## src/rtl/phase_timer_if.sv

```systemverilog
// phase_timer_if: strobes and preset into the phase timer, countdown status out
interface phase_timer_if #(parameter int WIDTH = 6);
    logic             tick;
    logic             load;
    logic [WIDTH-1:0] preset;
    logic             hold;
    logic [WIDTH-1:0] count;
    logic [2:0]       tens;
    logic [3:0]       units;
    logic             busy;
    logic             paused;
    logic             expired;
    modport master (output tick, load, preset, hold,
                    input  count, tens, units, busy, paused, expired);
    modport slave  (input  tick, load, preset, hold,
                    output count, tens, units, busy, paused, expired);
endinterface

```

## src/rtl/phase_timer.sv

```systemverilog
// phase_timer: loads a phase duration, counts it down on a 1 Hz tick, pulses expired at zero
module phase_timer #(
    parameter int WIDTH   = 6,
    parameter int MAX_VAL = 59
) (
    input logic         clk,
    input logic         rst,
    phase_timer_if.slave p
);
    typedef enum logic [1:0] {IDLE, RUN, PAUSE} state_t;
    state_t           state, state_n;
    logic [WIDTH-1:0] count_q, count_n, r;
    logic [2:0]       tens_q, t;
    logic [3:0]       units_q;
    logic             exp_q, exp_n;
    always_comb begin
        state_n = state;
        count_n = count_q;
        exp_n   = 1'b0;
        if (p.load) begin
            if (p.preset != '0) begin
                count_n = p.preset > WIDTH'(MAX_VAL) ? WIDTH'(MAX_VAL) : p.preset;
                state_n = p.hold ? PAUSE : RUN;
            end else begin
                count_n = '0;
                exp_n   = 1'b1;
                state_n = IDLE;
            end
        end else if (state == RUN) begin
            if (p.hold)
                state_n = PAUSE;
            else if (p.tick && count_q > WIDTH'(1))
                count_n = count_q - WIDTH'(1);
            else if (p.tick) begin
                count_n = '0;
                exp_n   = 1'b1;
                state_n = IDLE;
            end
        end else if (state == PAUSE && !p.hold)
            state_n = RUN;
    end
    // digits come from the next count so they line up with count on the same edge
    always_comb begin
        r = count_n;
        t = '0;
        for (int i = 0; i < 5; i++)
            if (r >= WIDTH'(10)) begin
                r = r - WIDTH'(10);
                t = t + 3'd1;
            end
    end
    always_ff @(posedge clk) begin
        if (rst) begin
            state   <= IDLE;
            count_q <= '0;
            tens_q  <= '0;
            units_q <= '0;
            exp_q   <= 1'b0;
        end else begin
            state   <= state_n;
            count_q <= count_n;
            tens_q  <= t;
            units_q <= r[3:0];
            exp_q   <= exp_n;
        end
    end
    assign p.count   = count_q;
    assign p.tens    = tens_q;
    assign p.units   = units_q;
    assign p.busy    = state != IDLE;
    assign p.paused  = state == PAUSE;
    assign p.expired = exp_q;
endmodule

```

## src/flat_wrapper.sv

```systemverilog
// flat-port wrapper written by rule: the top's interface ports become plain ports
module phase_timer_flat 
#(
    parameter int WIDTH   = 6,
    parameter int MAX_VAL = 59
)
  (clk, rst, p_tick, p_load, p_preset, p_hold, p_count, p_tens, p_units, p_busy, p_paused, p_expired);
  phase_timer_if #(.WIDTH(WIDTH)) p_i ();
  input logic clk;
  input logic rst;
  input wire logic [$bits(p_i.tick)-1:0] p_tick;
  input wire logic [$bits(p_i.load)-1:0] p_load;
  input wire logic [$bits(p_i.preset)-1:0] p_preset;
  input wire logic [$bits(p_i.hold)-1:0] p_hold;
  output wire logic [$bits(p_i.count)-1:0] p_count;
  output wire logic [$bits(p_i.tens)-1:0] p_tens;
  output wire logic [$bits(p_i.units)-1:0] p_units;
  output wire logic [$bits(p_i.busy)-1:0] p_busy;
  output wire logic [$bits(p_i.paused)-1:0] p_paused;
  output wire logic [$bits(p_i.expired)-1:0] p_expired;
  assign p_i.tick = p_tick;
  assign p_i.load = p_load;
  assign p_i.preset = p_preset;
  assign p_i.hold = p_hold;
  assign p_count = p_i.count;
  assign p_tens = p_i.tens;
  assign p_units = p_i.units;
  assign p_busy = p_i.busy;
  assign p_paused = p_i.paused;
  assign p_expired = p_i.expired;
  phase_timer #(.WIDTH(WIDTH), .MAX_VAL(MAX_VAL)) u_core (.clk(clk), .rst(rst), .p(p_i));
endmodule
```

## config.mk

```make
export PLATFORM = sky130hd
export DESIGN_NAME = phase_timer_flat
export DESIGN_NICKNAME = d
export VERILOG_FILES = /design/src/rtl/phase_timer_if.sv /design/src/rtl/phase_timer.sv /design/src/flat_wrapper.sv
export SDC_FILE = /design/constraint.sdc
export NUM_CORES = 1
export LEC_CHECK = 0
export BUFFER_PORTS_ARGS = -buffer_cell sky130_fd_sc_hd__buf_4
export CAP_MARGIN = 30
export CELL_PAD_IN_SITES_DETAIL_PLACEMENT = 1
export CELL_PAD_IN_SITES_GLOBAL_PLACEMENT = 1
export CORE_MARGIN = 2
export CORE_UTILIZATION = 35
export CTS_CLUSTER_SIZE = 14
export DETAILED_ROUTE_END_ITERATION = 7
export GPL_ROUTABILITY_DRIVEN = 0
export PLACE_DENSITY = 0.65
export SLEW_MARGIN = 20
export SYNTH_ARGS = -nofsm -noshare
export SYNTH_HDL_FRONTEND = slang
export SYNTH_SLANG_ARGS = --single-unit
```

## constraint.sdc

```tcl
create_clock -name clk -period 6.4 [get_ports clk]
set_input_delay 0.64 -clock clk [delete_from_list [all_inputs] [get_ports clk]]
set_output_delay 0.64 -clock clk [all_outputs]
set_load 0.005 [all_outputs]
```

### After elaboration in Yosys (flattened, before gate mapping)

Index checks and enable logic that the tools add are counted.

| operators by class | value |
|---|---|
| equal/unequal tests | 4 |
| bitwise operators | 0 |
| reduce and logical (&&, ||, !) cells | 7 |
| magnitude comparators | 7 |
| $add $sub $neg | 10 |
| multipliers | 0 |
| shift operators | 0 |
| mux-type cells | 31 |
| divide/modulo/power cells | 0 |

Operators by type and width:

| operator | number |
|---|---|
| 2-to-1 mux 6 bit | 11 |
| >= comparator 6 x 4 -> 1 bit, second input constant | 5 |
| subtractor 6 x 4 -> 6 bit, second input constant | 4 |
| 2-to-1 mux 2 bit | 8 |
| 2-to-1 mux 3 bit | 4 |
| adder 3 x 1 -> 3 bit, second input constant | 3 |
| != test 4 bit, second input constant | 2 |
| 2-to-1 mux 1 bit | 7 |
| greater-than comparator 6 x 1 -> 1 bit, second input constant | 1 |
| greater-than comparator 6 bit, second input constant | 1 |
| nonzero test 6 bit | 1 |
| subtractor 6 x 1 -> 6 bit, second input constant | 1 |
| 2-to-1 mux 4 bit | 1 |
| subtractor 4 bit, second input constant | 1 |
| AND reduction 3 bit | 1 |
| nonzero test 3 bit | 1 |
| adder 1 x 1 -> 2 bit, second input constant | 1 |
| equality test 2 x 1 -> 1 bit, second input constant | 1 |
| equality test 2 bit, second input constant | 1 |
| logical AND 1 bit | 2 |
| nonzero test 2 bit | 1 |
| zero test 1 bit | 1 |

| word-level totals | value |
|---|---|
| memories | 0 |
| latch bits | 0 |
| flip-flop bits (word level) | 16 |
| input port bits | 11 |
| logic and storage cells | 64 |
| ROM bits | 0 |
| RAM bits | 0 |

### Longest topological paths before layout

| logic depth | value |
|---|---|
| depth in word-level cells | 16 |
| mapped depth | 33 |

### Worst setup path before layout

No wires, ideal clock.

| timing path | value |
|---|---|
| kind | input to register |
| from | in p_load |
| to | reg u_core.tens_q[2], in the netlist u_core.p.tens[2] |
| path buffers | 2 |
| arrival time | 5.656 ns |
| stages | 28 |
| required time | 6.284 ns |
| setup time | 0.116 ns |
| setup slack | 0.628 ns |
| path through | buf_2 -> clkbuf_1 -> nand3_1 -> o311ai_4 -> inv_2 -> ha_1 -> and4b_1 -> a21o_1 -> o21ai_0 -> a31oi_2 -> ha_1 -> and2_1 -> and3_4 -> o31a_4 -> nor2_4 -> ha_1 -> nand2_1 -> or4_1 -> nand4_4 -> nor2_1 -> a21oi_1 -> ha_1 -> mux2i_1 -> inv_1 -> ha_1 -> o311ai_0 -> nor3_1 -> o211a_1 |

| on the way | value |
|---|---|
| cells in the longest elaborated chain, start to end | 11 |
| elaborated cells on any way between the ends | 23 |

RTL lines:

| item | line | source |
|---|---|---|
| start, declared | flat_wrapper.sv:12 | `input wire logic [$bits(p_i.load)-1:0] p_load;` |
| 2-to-1 mux 6 bit * | phase_timer.sv:20 | `if (p.load) begin` |
| subtractor 6 x 4 -> 6 bit / >= comparator 6 x 4 -> 1 bit (equally long branches) | phase_timer.sv:48, phase_timer.sv:47 |  |
| 2-to-1 mux 6 bit / 2-to-1 mux 1 bit (equally long branches) | phase_timer.sv:47 | `if (r >= WIDTH'(10)) begin` |
| subtractor 6 x 4 -> 6 bit (tied with other cells) | phase_timer.sv:48 | `r = r - WIDTH'(10);` |
| 2-to-1 mux 6 bit / 2-to-1 mux 3 bit (equally long branches) | phase_timer.sv:47 |  |
| subtractor 6 x 4 -> 6 bit (tied with other cells) | phase_timer.sv:48 |  |
| 2-to-1 mux 6 bit / 2-to-1 mux 3 bit (equally long branches) | phase_timer.sv:47 |  |
| subtractor 6 x 4 -> 6 bit (tied with other cells) | phase_timer.sv:48 |  |
| 2-to-1 mux 6 bit / 2-to-1 mux 3 bit (equally long branches) | phase_timer.sv:47 |  |
| >= comparator 6 x 4 -> 1 bit / adder 3 x 1 -> 3 bit (equally long branches) | phase_timer.sv:47, phase_timer.sv:49 |  |
| 2-to-1 mux 3 bit * | phase_timer.sv:47 |  |
| end signal, assigned | phase_timer.sv:62 | `tens_q <= t;` |
| end, declared | phase_timer.sv:13 | `logic [2:0] tens_q, t;` |

Mark *: on every way between the ends. The rest lies on a longest branch, timed or not.
A chain may end at the register's enable or synchronous reset.

### Worst setup path after layout

| timing path | value |
|---|---|
| from | in p_tick |
| to | reg u_core.tens_q[2], in the netlist u_core.p.tens[2] |

| on the way | value |
|---|---|
| cells in the longest elaborated chain, start to end | 15 |
| elaborated cells on any way between the ends | 28 |

RTL lines:

| item | line | source |
|---|---|---|
| start, declared | flat_wrapper.sv:11 | `input wire logic [$bits(p_i.tick)-1:0] p_tick;` |
| 2-to-1 mux 6 bit / logical AND 1 bit (equally long branches) | phase_timer.sv:34, phase_timer.sv:32 |  |
| 2-to-1 mux 6 bit * | phase_timer.sv:32 | `else if (p.tick && count_q > WIDTH'(1))` |
| 2-to-1 mux 6 bit * | phase_timer.sv:30 | `if (p.hold)` |
| 2-to-1 mux 6 bit * | phase_timer.sv:29 | `end else if (state == RUN) begin` |
| 2-to-1 mux 6 bit * | phase_timer.sv:20 |  |
| subtractor 6 x 4 -> 6 bit / >= comparator 6 x 4 -> 1 bit (equally long branches) | phase_timer.sv:48, phase_timer.sv:47 |  |
| 2-to-1 mux 6 bit / 2-to-1 mux 1 bit (equally long branches) | phase_timer.sv:47 |  |
| subtractor 6 x 4 -> 6 bit (tied with other cells) | phase_timer.sv:48 |  |
| 2-to-1 mux 6 bit / 2-to-1 mux 3 bit (equally long branches) | phase_timer.sv:47 |  |
| subtractor 6 x 4 -> 6 bit (tied with other cells) | phase_timer.sv:48 |  |
| 2-to-1 mux 6 bit / 2-to-1 mux 3 bit (equally long branches) | phase_timer.sv:47 |  |
| subtractor 6 x 4 -> 6 bit (tied with other cells) | phase_timer.sv:48 |  |
| 2-to-1 mux 6 bit / 2-to-1 mux 3 bit (equally long branches) | phase_timer.sv:47 |  |
| >= comparator 6 x 4 -> 1 bit / adder 3 x 1 -> 3 bit (equally long branches) | phase_timer.sv:47, phase_timer.sv:49 |  |
| 2-to-1 mux 3 bit * | phase_timer.sv:47 |  |

Marks and branches as above.

==> results.md <==
- Critical R2R Capture: u_core.p.tens[2]
- Critical Path End Type: flip-flop
- Clk_lat worst skew: 0.24 ns
- Flop pwr share: 0.183
- Syn_area_per_cell: 8.075 um^2
- Vias in the first global route: 1,926
- VDD IR max: 0.1625 mV
- Worst-margin pin slew: 0.6449 ns
- Final Hold Viols: 0
- All-Layer GR Usage: 0.1833
- Via count: 2,002
- Max cap viols: 0
- Root buffer cell: clkbuf_8
- Final Net Count: 306
- Initial antenna violation count: 0
- Synth area leader: dfxtp_1
- Final HPWL DP: 4.707 mm
- Design Area, Final: 2411 um^2
- Mapped Area: 1994 um^2
- Commonest non-fill, non-tap cells in the layout: buf_4 (43), nor2_1 (27), nand2_1 (22)
- Top_reg_cell synth: dfxtp_1
- RR Startpoint: u_core.p.count[3]
- CP required: 6.53 ns
- Setup-failing EPs final: 0
- Hold-critical path endpoint: u_core.p.count[2]
- Worst Clk Skew: 0.001532 ns
- Rows: 27
- Most common cell on crit path: ha_1
- Yosys top cell area share: 0.1506
- Synth top area cells: dfxtp_1 (15%), ha_1 (6.9%), nor2_1 (5.1%)
- Cells after Synth: 247
- First-pass GRT wire length: 9.397 mm
- Worst Path Arrival: 6.07 ns
- CTS tree: built
- Register area share after synthesis: 0.1506
- Total grt overflow: 0
- Final Slew Violations: 0
- EDFF count, synth: 0
- Status: finished, final reports clean
- Post-DR wirelength/cell: 16.26 um
- Hold Startpoint: rst
- Part of the power in combinational logic: 0.706
- Area grow syn2layout: 20.89%
- Die X: 79.49 um
- Min Tclk post-route: 5.935 ns
- Hold crit path type: input port to flip-flop
- Worst slew margin: 0.5644
- Vias per inst: 5.639
- Hold path depth: 2
- Die Y-Extent: 79.49 um
- FF-to-FF path depth: 31
- Drt drc: 0
- Crit-path max FO: 9
- Die area: 6318 um^2
- Pint: 372.9 uW
- Net Switching: 298.7 uW
- PortBufs: 26
- Critical path launch point type: input port
- Synth cell types: 76
- H-tree depth: 1
- Max Freq: 0.1685 GHz
- Initial core utilization: 0.3622
- Hold Buf Count CTS: 0
- Core ar.: 5507 um^2
- Max incr delay on CP: 0.45 ns
- Power consumption: 671.6 uW
- Clk network pwr share: 0.111
- Cell with the largest stage delay on the worst path: or4_4
- Post-route ant nets: 0
- Commonest non-fill, non-tap cell in the layout: buf_4
- Period utilization: 0.9274
- Clock Tree Buf Depth: 2
- R2R setup slack: 0.48 ns
- Cts bufs inserted: 3
- # clock sinks: 15
- DRT iter0 DRCs: 37
- IO Count: 27
- Pwr Density: 278.5 nW/um^2
- Leak: 0.0009899 uW
- Net Count, Synth: 269
- Largest net degree at the start of global routing: 27
- Post-DP Area: 2321 um^2
- Crit path kind: input port to flip-flop
- # fillers: 678
- Flops & latches, synth: 15
- Placed Cells: 349
- Total routed wirelength: 5.771 mm
- Diodes inserted: 0
- Switching portion of total power: 0.4448
- Synth warnings: 0
- First drt pass iteration count: 4
- Share of layout cells above drive strength 1: 0.2898
- Clk slew on worst S/H paths: 0.06 ns
- Post-Layout Cell Count: 355
- Asr flop ratio synth: 0
==> logic make-up (layout without fill, tap and decap cells) <==
logic type	after synthesis	after routing	share of synthesized area
multiplexers	4	4	0.02196
AO/OA/AOI/OAI	81	81	0.3589
flip-flops	15	15	0.1506
AND/OR/NAND/NOR	104	104	0.3055
adder cells (fa/ha/maj)	11	11	0.06901
buffers and inverters	26	62	0.06398
XOR/XNOR	6	6	0.03012
==> per-layer routing <==
metal	vias up	global-route usage	wire (um)
met3	6	0.009050	125
met4	0	0.04310	88
met5	-	0	0
li1	1013	-	-
met1	959	0.2491	2857
met2	24	0.3176	2700
==> critical path: cells and delay by family <==
family                     cells  cell delay (ns)
adders and majority gates      5             1.05
AOI/OAI and AO/OA              6             1.10
and+or+nand+nor               15             2.37
muxes                          2             0.35
buffers and inverters          5             0.59
==> power groups by stage <==
stage	clock network (uW)	logic, uW	registers, uW
after floorplan	0	332	127
after global placement	0	457	125
after detailed placement	0	465	125
after CTS	76.1	469	123
after global routing	81.0	524	125
final	74.5	474	123
==> metrics by stage <==
step | TNS, ns | utilization | hold WS [ns] | setup slack [ns]
floorplan | 0 | - | 0.6523 | 0.6279
global placement | 0 | 0.4215 | 0.7135 | 0.1158
detailed placement | -0.02732 | 0.4215 | 0.7308 | -0.02732
CTS | 0 | 0.4297 | 0.6583 | 0.2046
global route | -0.001144 | 0.4379 | 0.6666 | -0.001144
finish | 0 | 0.4379 | 0.6546 | 0.4646
==> state kept, by name, summed over array words and instances (netlist names) <==
name,cells
u_core.p.tens,3
u_core.p.units,4
u_core.p.expired,1
u_core.p.count,5
u_core.state,2
==> worst max path at each step <==
stage                                   to  slack, ns         startpoint  cells past startpoint
final                     u_core.p.tens[2]       0.46             p_tick                     33
after CTS                 u_core.p.tens[2]       0.20  u_core.p.count[1]                     32
after global routing      u_core.p.tens[2]     -0.001             p_tick                     33
after global placement    u_core.p.tens[2]       0.12             p_hold                     32
after detailed placement  u_core.p.tens[2]      -0.03             p_hold                     32
after floorplan           u_core.p.tens[2]       0.63             p_load                     28
==> layout make-up <==
cell class              count  area [um^2]  share of cell area
inverters                  15        56.30             0.02335
multi-input cells         206         1597              0.6622
well taps                  72        90.09             0.03736
repair buffers             43        322.8              0.1339
flip-flops and latches     15        300.3              0.1245
clock buffers               4        45.04             0.01868
==> synth_stat cells (2+ instances only) <==
cell type   n
a211o_1     5
a21o_1      2
a21oi_1    13
a31oi_1     6
a31oi_2     2
and2_1      8
and3_1      2
and3_4      2
buf_2       3
buf_6       3
clkbuf_1    3
dfxtp_1    15
ha_1       11
inv_1      14
mux2_2      3
nand2_1    22
nand2b_1    3
nand3_1     6
nand4_1     2
nor2_1     27
nor2b_1     4
nor3_1      5
nor3b_1     2
nor4_1      3
o211a_1     3
o211ai_1    5
o21a_1      2
o21ai_0    10
o21ai_1     2
o21bai_1    2
o221ai_1    2
o311ai_4    2
o31a_1      3
o41ai_1     2
or2_2       2
or3_1       2
or4_1       2
xnor2_1     2
xor2_1      3
==> repair_timing <==
item | CTS | global route
resized for setup | 0 | 8
buffers inserted | 0 | 2
setup endpoints to repair | 0 | 3
Note: power is estimated with default switching activity, not from simulation.
